--- src/rtl/apb_pkg.sv ---
// Shared APB types and default bus widths for the requester and the team's APB slaves.
package apb_pkg;

  localparam int APB_ADDR_W = 8;
  localparam int APB_DATA_W = 8;

  typedef enum logic [1:0] {
    IDLE   = 2'd0,
    SETUP  = 2'd1,
    ACCESS = 2'd2
  } apb_state_e;

  typedef struct packed {
    logic [APB_DATA_W-1:0] rdata;
    logic                  err;
  } apb_rsp_t;

endpackage

--- src/rtl/apb_master_if.sv ---
// Command/response port and APB bus of the requester, viewed from the master or the far side.
interface apb_master_if
  import apb_pkg::*;
#(
  parameter int ADDR_W = APB_ADDR_W,
  parameter int DATA_W = APB_DATA_W
);

  logic              CMD_VALID;
  logic              CMD_READY;
  logic              CMD_WRITE;
  logic [ADDR_W-1:0] CMD_ADDR;
  logic [DATA_W-1:0] CMD_WDATA;

  logic              RSP_VALID;
  logic [DATA_W-1:0] RSP_RDATA;
  logic              RSP_ERR;

  logic              PSEL;
  logic              PEN;
  logic              PWRITE;
  logic [ADDR_W-1:0] PADDR;
  logic [DATA_W-1:0] PWDATA;
  logic              PREADY;
  logic              PSLVERR;
  logic [DATA_W-1:0] PRDATA;

  modport master (
    input  CMD_VALID, CMD_WRITE, CMD_ADDR, CMD_WDATA,
    input  PREADY, PSLVERR, PRDATA,
    output CMD_READY, RSP_VALID, RSP_RDATA, RSP_ERR,
    output PSEL, PEN, PWRITE, PADDR, PWDATA
  );

  modport slave (
    output CMD_VALID, CMD_WRITE, CMD_ADDR, CMD_WDATA,
    output PREADY, PSLVERR, PRDATA,
    input  CMD_READY, RSP_VALID, RSP_RDATA, RSP_ERR,
    input  PSEL, PEN, PWRITE, PADDR, PWDATA
  );

endinterface

--- src/rtl/apb_master.sv ---
// APB requester: one command at a time through SETUP/ACCESS, one-cycle response pulse.
// Build option APB_TIMEOUT_EN adds an ACCESS wait-state limit of TIMEOUT_CYCLES.
module apb_master
  import apb_pkg::*;
#(
  parameter int ADDR_W         = APB_ADDR_W,
  parameter int DATA_W         = APB_DATA_W,
  parameter int TIMEOUT_CYCLES = 16
) (
  input  logic         CLK,
  input  logic         RST,
  apb_master_if.master bus
);

  typedef logic [$clog2(TIMEOUT_CYCLES + 1)-1:0] to_cnt_t;

  apb_state_e        state_p0, state_nxt;
  logic              psel_p0, psel_nxt;
  logic              pen_p0, pen_nxt;
  logic              pwrite_p0, pwrite_nxt;
  logic [ADDR_W-1:0] paddr_p0, paddr_nxt;
  logic [DATA_W-1:0] pwdata_p0, pwdata_nxt;
  logic              rsp_vld_p0, rsp_vld_nxt;
  logic [DATA_W-1:0] rsp_rdata_p0, rsp_rdata_nxt;
  logic              rsp_err_p0, rsp_err_nxt;
  logic              cmd_ready;
  logic              timeout_hit;

  assign cmd_ready = (state_p0 == IDLE) && !RST;

`ifdef APB_TIMEOUT_EN
  to_cnt_t to_cnt_p0;

  // Counts PREADY=0 cycles of the current ACCESS; zero on the first ACCESS cycle.
  always_ff @(posedge CLK) begin
    if (RST || (state_p0 != ACCESS)) begin
      to_cnt_p0 <= '0;
    end else if (!bus.PREADY) begin
      to_cnt_p0 <= to_cnt_p0 + 1'b1;
    end
  end

  // Fires on the wait cycle whose increment would reach the limit.
  assign timeout_hit = !bus.PREADY && (to_cnt_p0 == to_cnt_t'(TIMEOUT_CYCLES - 1));
`else
  assign timeout_hit = 1'b0;
`endif

  always_comb begin
    state_nxt     = state_p0;
    psel_nxt      = psel_p0;
    pen_nxt       = pen_p0;
    pwrite_nxt    = pwrite_p0;
    paddr_nxt     = paddr_p0;
    pwdata_nxt    = pwdata_p0;
    rsp_vld_nxt   = 1'b0;
    rsp_rdata_nxt = rsp_rdata_p0;
    rsp_err_nxt   = rsp_err_p0;
    unique case (state_p0)
      IDLE: begin
        if (bus.CMD_VALID && cmd_ready) begin
          state_nxt  = SETUP;
          psel_nxt   = 1'b1;
          pen_nxt    = 1'b0;
          pwrite_nxt = bus.CMD_WRITE;
          paddr_nxt  = bus.CMD_ADDR;
          if (bus.CMD_WRITE) begin
            pwdata_nxt = bus.CMD_WDATA;
          end
        end
      end
      SETUP: begin
        state_nxt = ACCESS;
        pen_nxt   = 1'b1;
      end
      ACCESS: begin
        if (bus.PREADY || timeout_hit) begin
          state_nxt   = IDLE;
          psel_nxt    = 1'b0;
          pen_nxt     = 1'b0;
          rsp_vld_nxt = 1'b1;
          // A real PREADY wins over a timeout landing in the same cycle.
          if (bus.PREADY) begin
            rsp_err_nxt   = bus.PSLVERR;
            rsp_rdata_nxt = pwrite_p0 ? '0 : bus.PRDATA;
          end else begin
            rsp_err_nxt   = 1'b1;
            rsp_rdata_nxt = '0;
          end
        end
      end
      default: begin
        state_nxt = IDLE;
        psel_nxt  = 1'b0;
        pen_nxt   = 1'b0;
      end
    endcase
  end

  always_ff @(posedge CLK) begin
    if (RST) begin
      state_p0 <= IDLE;
    end else begin
      state_p0 <= state_nxt;
    end
  end

  // Registered APB and response outputs
  always_ff @(posedge CLK) begin
    if (RST) begin
      psel_p0      <= 1'b0;
      pen_p0       <= 1'b0;
      pwrite_p0    <= 1'b0;
      paddr_p0     <= '0;
      pwdata_p0    <= '0;
      rsp_vld_p0   <= 1'b0;
      rsp_rdata_p0 <= '0;
      rsp_err_p0   <= 1'b0;
    end else begin
      psel_p0      <= psel_nxt;
      pen_p0       <= pen_nxt;
      pwrite_p0    <= pwrite_nxt;
      paddr_p0     <= paddr_nxt;
      pwdata_p0    <= pwdata_nxt;
      rsp_vld_p0   <= rsp_vld_nxt;
      rsp_rdata_p0 <= rsp_rdata_nxt;
      rsp_err_p0   <= rsp_err_nxt;
    end
  end

  assign bus.CMD_READY = cmd_ready;
  assign bus.PSEL      = psel_p0;
  assign bus.PEN       = pen_p0;
  assign bus.PWRITE    = pwrite_p0;
  assign bus.PADDR     = paddr_p0;
  assign bus.PWDATA    = pwdata_p0;
  assign bus.RSP_VALID = rsp_vld_p0;
  assign bus.RSP_RDATA = rsp_rdata_p0;
  assign bus.RSP_ERR   = rsp_err_p0;

endmodule
--- src/flat_wrapper.sv ---
// flat-port wrapper written by rule: the top's interface ports become plain ports
module apb_master_flat import apb_pkg::*;
#(
  parameter int ADDR_W         = APB_ADDR_W,
  parameter int DATA_W         = APB_DATA_W,
  parameter int TIMEOUT_CYCLES = 16
)
  (CLK, RST, bus_CMD_VALID, bus_CMD_WRITE, bus_CMD_ADDR, bus_CMD_WDATA, bus_PREADY, bus_PSLVERR, bus_PRDATA, bus_CMD_READY, bus_RSP_VALID, bus_RSP_RDATA, bus_RSP_ERR, bus_PSEL, bus_PEN, bus_PWRITE, bus_PADDR, bus_PWDATA);
  apb_master_if #(.ADDR_W(ADDR_W), .DATA_W(DATA_W)) bus_i ();
  input  logic CLK;
  input  logic RST;
  input wire logic [$bits(bus_i.CMD_VALID)-1:0] bus_CMD_VALID;
  input wire logic [$bits(bus_i.CMD_WRITE)-1:0] bus_CMD_WRITE;
  input wire logic [$bits(bus_i.CMD_ADDR)-1:0] bus_CMD_ADDR;
  input wire logic [$bits(bus_i.CMD_WDATA)-1:0] bus_CMD_WDATA;
  input wire logic [$bits(bus_i.PREADY)-1:0] bus_PREADY;
  input wire logic [$bits(bus_i.PSLVERR)-1:0] bus_PSLVERR;
  input wire logic [$bits(bus_i.PRDATA)-1:0] bus_PRDATA;
  output wire logic [$bits(bus_i.CMD_READY)-1:0] bus_CMD_READY;
  output wire logic [$bits(bus_i.RSP_VALID)-1:0] bus_RSP_VALID;
  output wire logic [$bits(bus_i.RSP_RDATA)-1:0] bus_RSP_RDATA;
  output wire logic [$bits(bus_i.RSP_ERR)-1:0] bus_RSP_ERR;
  output wire logic [$bits(bus_i.PSEL)-1:0] bus_PSEL;
  output wire logic [$bits(bus_i.PEN)-1:0] bus_PEN;
  output wire logic [$bits(bus_i.PWRITE)-1:0] bus_PWRITE;
  output wire logic [$bits(bus_i.PADDR)-1:0] bus_PADDR;
  output wire logic [$bits(bus_i.PWDATA)-1:0] bus_PWDATA;
  assign bus_i.CMD_VALID = bus_CMD_VALID;
  assign bus_i.CMD_WRITE = bus_CMD_WRITE;
  assign bus_i.CMD_ADDR = bus_CMD_ADDR;
  assign bus_i.CMD_WDATA = bus_CMD_WDATA;
  assign bus_i.PREADY = bus_PREADY;
  assign bus_i.PSLVERR = bus_PSLVERR;
  assign bus_i.PRDATA = bus_PRDATA;
  assign bus_CMD_READY = bus_i.CMD_READY;
  assign bus_RSP_VALID = bus_i.RSP_VALID;
  assign bus_RSP_RDATA = bus_i.RSP_RDATA;
  assign bus_RSP_ERR = bus_i.RSP_ERR;
  assign bus_PSEL = bus_i.PSEL;
  assign bus_PEN = bus_i.PEN;
  assign bus_PWRITE = bus_i.PWRITE;
  assign bus_PADDR = bus_i.PADDR;
  assign bus_PWDATA = bus_i.PWDATA;
  apb_master #(.ADDR_W(ADDR_W), .DATA_W(DATA_W), .TIMEOUT_CYCLES(TIMEOUT_CYCLES)) u_core (.CLK(CLK), .RST(RST), .bus(bus_i));
endmodule
--- config.mk ---
export PLATFORM = sky130hd
export DESIGN_NAME = apb_master_flat
export DESIGN_NICKNAME = d
export VERILOG_FILES = /design/src/rtl/apb_pkg.sv /design/src/rtl/apb_master_if.sv /design/src/rtl/apb_master.sv /design/src/flat_wrapper.sv
export SDC_FILE = /design/constraint.sdc
export NUM_CORES = 1
export LEC_CHECK = 0
export BUFFER_PORTS_ARGS = -buffer_cell sky130_fd_sc_hd__buf_2
export CAP_MARGIN = 40
export CELL_PAD_IN_SITES_DETAIL_PLACEMENT = 2
export CELL_PAD_IN_SITES_GLOBAL_PLACEMENT = 2
export CORE_UTILIZATION = 25
export DETAILED_ROUTE_END_ITERATION = 8
export PLACE_DENSITY = 0.81
export SLEW_MARGIN = 25
export SYNTH_ARGS = -nofsm -noshare
export SYNTH_HDL_FRONTEND = slang
export SYNTH_SLANG_ARGS = --single-unit
export TNS_END_PERCENT = 20
--- constraint.sdc ---
create_clock -name CLK -period 2 [get_ports CLK]
set_input_delay 0.4 -clock CLK [delete_from_list [all_inputs] [get_ports CLK]]
set_output_delay 0.4 -clock CLK [all_outputs]
set_load 0.005 [all_outputs]
Word level (Yosys, flattened, before mapping)
Cells that the tools add are included.
{ "totals": {"latchBits": 0, "memories": 0, "in_bits": 30, "romBits": 0, "ff_bits": 31, "ram_bits": 0, "output_inout_bits": 30, "elab_cells": 35} }
{ "op_classes": {"div_mod_pow": 0, "mul": 0, "n_reduce_logical": 10, "n_addsub": 0, "muxes": 10, "bitwise": 2, "magnitude_cmp": 0, "shifts": 0, "eq_ne": 4} }
{ "ops": {"columns": ["operator", "n"], "rows": [
  ["$mux W8", 1],
  ["$pmux W1 S3", 2],
  ["$pmux W2 S3", 1],
  ["$reduce_and A2 Y1", 3],
  ["$reduce_and A3 Y1", 2],
  ["$mux W1", 4],
  ["$mux W2", 2],
  ["$ne A2 B2 Y1 const B", 2],
  ["$eq A2 B1 Y1 const B", 1],
  ["$eq A2 B2 Y1 const B", 1],
  ["$logic_and A1 B1 Y1", 2],
  ["$logic_not A2 Y1", 1],
  ["$not A1 Y1", 2],
  ["$reduce_or A2 Y1", 1],
  ["$logic_not A1 Y1", 1]
]} }

Logic depth before layout (Yosys ltp)
{ "depth": {"ltp_word": 5, "ltp_mapped": 6, "ltp_nobuf": 4} }

Least setup slack after synthesis
OpenSTA, ideal clock, no wires.
{ "synth_path": {"path_type": "reg-to-reg", "start": "register u_core.state_p0[1]", "end": "register u_core.pwdata_p0[0], in the netlist u_core.bus.PWDATA[0]", "t_arrival_ns": 1.566, "path_buffers": 2, "period_less_slack_ns": 1.687, "setup_ns": 0.121, "setup_slack_ns": 0.313, "required_ns": 1.879, "stages_incl_launch_ff": 7, "path_cell_list": "dfxtp_1 > buf_6 > or4b_1 > buf_6 > inv_12 > nand2_8 > mux2_4"} }
{ "synth_via": {"elab_chain_len": 4} }
{ "synth_lines": {"columns": ["item", "line_no", "rtl"], "rows": [
  ["start, declared", "apb_master.sv:17", "apb_state_e state_p0, state_nxt;"],
  ["start signal, assigned", "apb_master.sv:104", "state_p0 <= state_nxt;"],
  ["$logic_not A2 Y1 *", "apb_master.sv:29, apb_master.sv:59", null],
  ["$logic_and A1 B1 Y1", "apb_master.sv:29", "assign cmd_ready = (state_p0 == IDLE) && !RST;"],
  ["$logic_and A1 B1 Y1", "apb_master.sv:61", "if (bus.CMD_VALID && cmd_ready) begin"],
  ["$reduce_and A3 Y1 (no source line) *", null, null],
  ["end signal, assigned", "apb_master.sv:124", "pwdata_p0 <= pwdata_nxt;"],
  ["end, declared", "apb_master.sv:22", "logic [DATA_W-1:0] pwdata_p0, pwdata_nxt;"]
]} }
Every way passes the cells marked *; elsewhere a longest branch is shown, timed or not.
A chain may end at the register's enable or synchronous reset.

Worst setup path after layout
Same ends and word-level chain as after synthesis.

==> flow_summary.ini <==
[outcome]
status = finished, final reports clean

[setup_path]
cp-end-kind = flip-flop
critPathRequiredTime_ns = 2.17
slowest_stage = or4b_1
cpPeakStageDelay_ns = 0.69
cp_max_fo = 10
crit_chain = or4b_1 > inv_12 > nand2_8 > mux2_4
critical_path.top_delay_family = simple AND/OR/NAND/NOR gates
crit_buf_inv = 1
worstSetupStartpointType = flip-flop
critPathKind = flip-flop to flip-flop
critPathArrivalTime_ns = 1.83

[yosys]
synth.most_common_cell = dfxtp_1
async_reset_ff_share_pct = 0
synth_top_cell_area_share_pct = 53.2
synth_common_cells = 30 x dfxtp_1, 18 x nand2_1, 11 x a21oi_1
ys.flop_type = dfxtp_1
synth_edf_count = 0
ys_ff_latch = 30
synthSimpleGateAreaFrac_pct = 17.3
synth_cells = 104
synth_mux_area_share_pct = 11.5
ys_types = 21
synth_xor_area_share_pct = 0
synth-adder-area-share_pct = 0
avgSynthCellArea_um2 = 10.9
synth_top_family_by_area = simple AND/OR/NAND/NOR gates
synth_compound_area_share_pct = 12.5
syn_nets = 134
ys_seq_area_share_pct = 53.2
yosys-top-cells-area = dfxtp_1 53%, mux2_4 11%, a22o_1 6.2%
yosysWarnings = 0
synth_top_area_cell = dfxtp_1
netlist_area_um2 = 1130

[flow_run]
maxCapViolCount = 0

[sta]
maxSlewViolCount = 0
period_share_pct = 83.4
setup_violations = 0
hold_viol = 0
period_minus_slack_ns = 1.67
slew_headroom_pct = 53.8
fmax_mhz = 599
fin_worst_skew_ns = 0.00517
tns_ns = 0
rsz0062_at_grt = false
worst_pin_slew_ns = 0.690

[pwr]
power_density_nw_per_um2 = 815
ir_drop_uv = 234
p_leak_uw = 0.000775

[global_routing]
grt_pass1_vias = 1119
grt_max_degree = 25
grt_usage_pct = 14.5
gr-total-overflow = 0
grt_pass1_wl_um = 5290
antenna_found_initial = 0

[finish]
layout.cells.non_filler = 223
area_growth_pct = 39.7
drive_gt1_share_pct = 48.0
nNetsFinal = 200
fin_util_pct = 36.2
nFillCells = 504
diodes = 0

[detailed_routing]
postRouteAntennaNets = 0
wl_per_cell_um = 14.4
drc = 0
vias = 998
firstDrtPassIters = 2
routed_wl_um = 3220
drtIter0Drc = 37
viasPerCell = 4.48

[floorplan]
core_area_um2 = 4350
die_x_um = 69.2
ios = 60
die_area_um2 = 4790
chipHeight_um = 69.2
num_rows = 24
initial_core_util_pct = 25.9

[clock_tree]
clk_latency_ns = 0.28
cts_root_buf = clkbuf_8
htree_levels = 2
post-cts-setup-buffers = 0
clockBufferDepth = 2
cts.sinks = 30
cts-resized-gates = 0
cts_tree = yes
cts_buffers = 5
path_clk_slew_ns = 0.06
cts_hold_buf = 0

[placed_design]
port_buffers = 59
place.gp.congestion = 0.720
dp_cells = 215
dpl.hpwl_um = 2420

[min_path]
worst_hold_path_type = primary input to flip-flop
registers in the layout, indices dropped and copies added, names as in the netlist:
| name | count |
|---|---|
| u_core.bus.PADDR | 8 |
| u_core.bus.PSEL | 1 |
| u_core.bus.PWDATA | 8 |
| u_core.bus.PWRITE | 1 |
| u_core.bus.RSP_ERR | 1 |
| u_core.bus.RSP_RDATA | 8 |
| u_core.bus.RSP_VALID | 1 |
| u_core.state_p0 | 2 |
cells in the final DEF (no fill, tap or decap), types with 2 or more instances in the layout:
cell and n:
a21oi_1 11, a22o_1 8, buf_2 59, buf_4 5, clkbuf_8 6, dfxtp_1 30
mux2_4 8, nand2_1 18, nor2_1 3, nor2b_1 8, nor3_1 2, o21ai_0 2
cells by family (layout without fill, tap and decap cells):
| family | count (synthesis) | count (layout) |
|---|---|---|
| simple gates | 36 | 36 |
| flops | 30 | 30 |
| compound gates | 22 | 22 |
| mux | 9 | 9 |
| buf+inv | 7 | 74 |
routing by layer:
layer	GRT usage (%)	routed length, µm	vias to the layer above
met4	8.16	74	0
met5	0	0	-
li1	-	-	489
met2	24.6	1630	41
met1	15.6	1320	462
met3	4.94	196	6
worst paths after layout:
check                              startpoint  depth (start not counted)                              endpoint  slack (ns)
min reg2reg  u_core.bus.PADDR[3]$_SDFFE_PP0P_                          2      u_core.bus.PADDR[3]$_SDFFE_PP0P_        0.47
max           u_core.state_p0[1]$_SDFFE_PP0P_                          4     u_core.bus.PWDATA[0]$_SDFFE_PP0P_        0.33
min                             bus_PRDATA[5]                          2  u_core.bus.RSP_RDATA[5]$_SDFFE_PP0P_        0.34
max reg2reg   u_core.state_p0[1]$_SDFFE_PP0P_                          4     u_core.bus.PWDATA[0]$_SDFFE_PP0P_        0.33
final cells by class:
| type | instances | area (µm²) | share of cell area, % |
|---|---|---|---|
| multi-input combinational | 67 | 467 | 29.6 |
| tap | 52 | 65.1 | 4.13 |
| clock buffer | 7 | 86.3 | 5.48 |
| timing repair buffer | 64 | 333 | 21.1 |
| inverter | 2 | 20.0 | 1.27 |
| clock inverter | 1 | 5.00 | 0.317 |
| sequential | 30 | 601 | 38.1 |
per-stage QoR:
stage	hold slack [ns]	setup slack (ns)	power, µW	instance area, µm²
2_1_floorplan	0.453	0.313	724	1130
3_3_place_gp	0.443	0.207	789	1490
3_5_place_dp	0.462	0.172	799	1490
4_1_cts	0.330	0.324	1310	1580
5_1_grt	0.328	0.295	1350	1580
6_report	0.335	0.331	1290	1580
power by group:
group	switching [µW]	internal [µW]	total (µW)
clock	225	277	502
sequential	13.1	623	636
combinational	71.8	75.1	147
No activity file was read; power rests on OpenSTA's default activity.
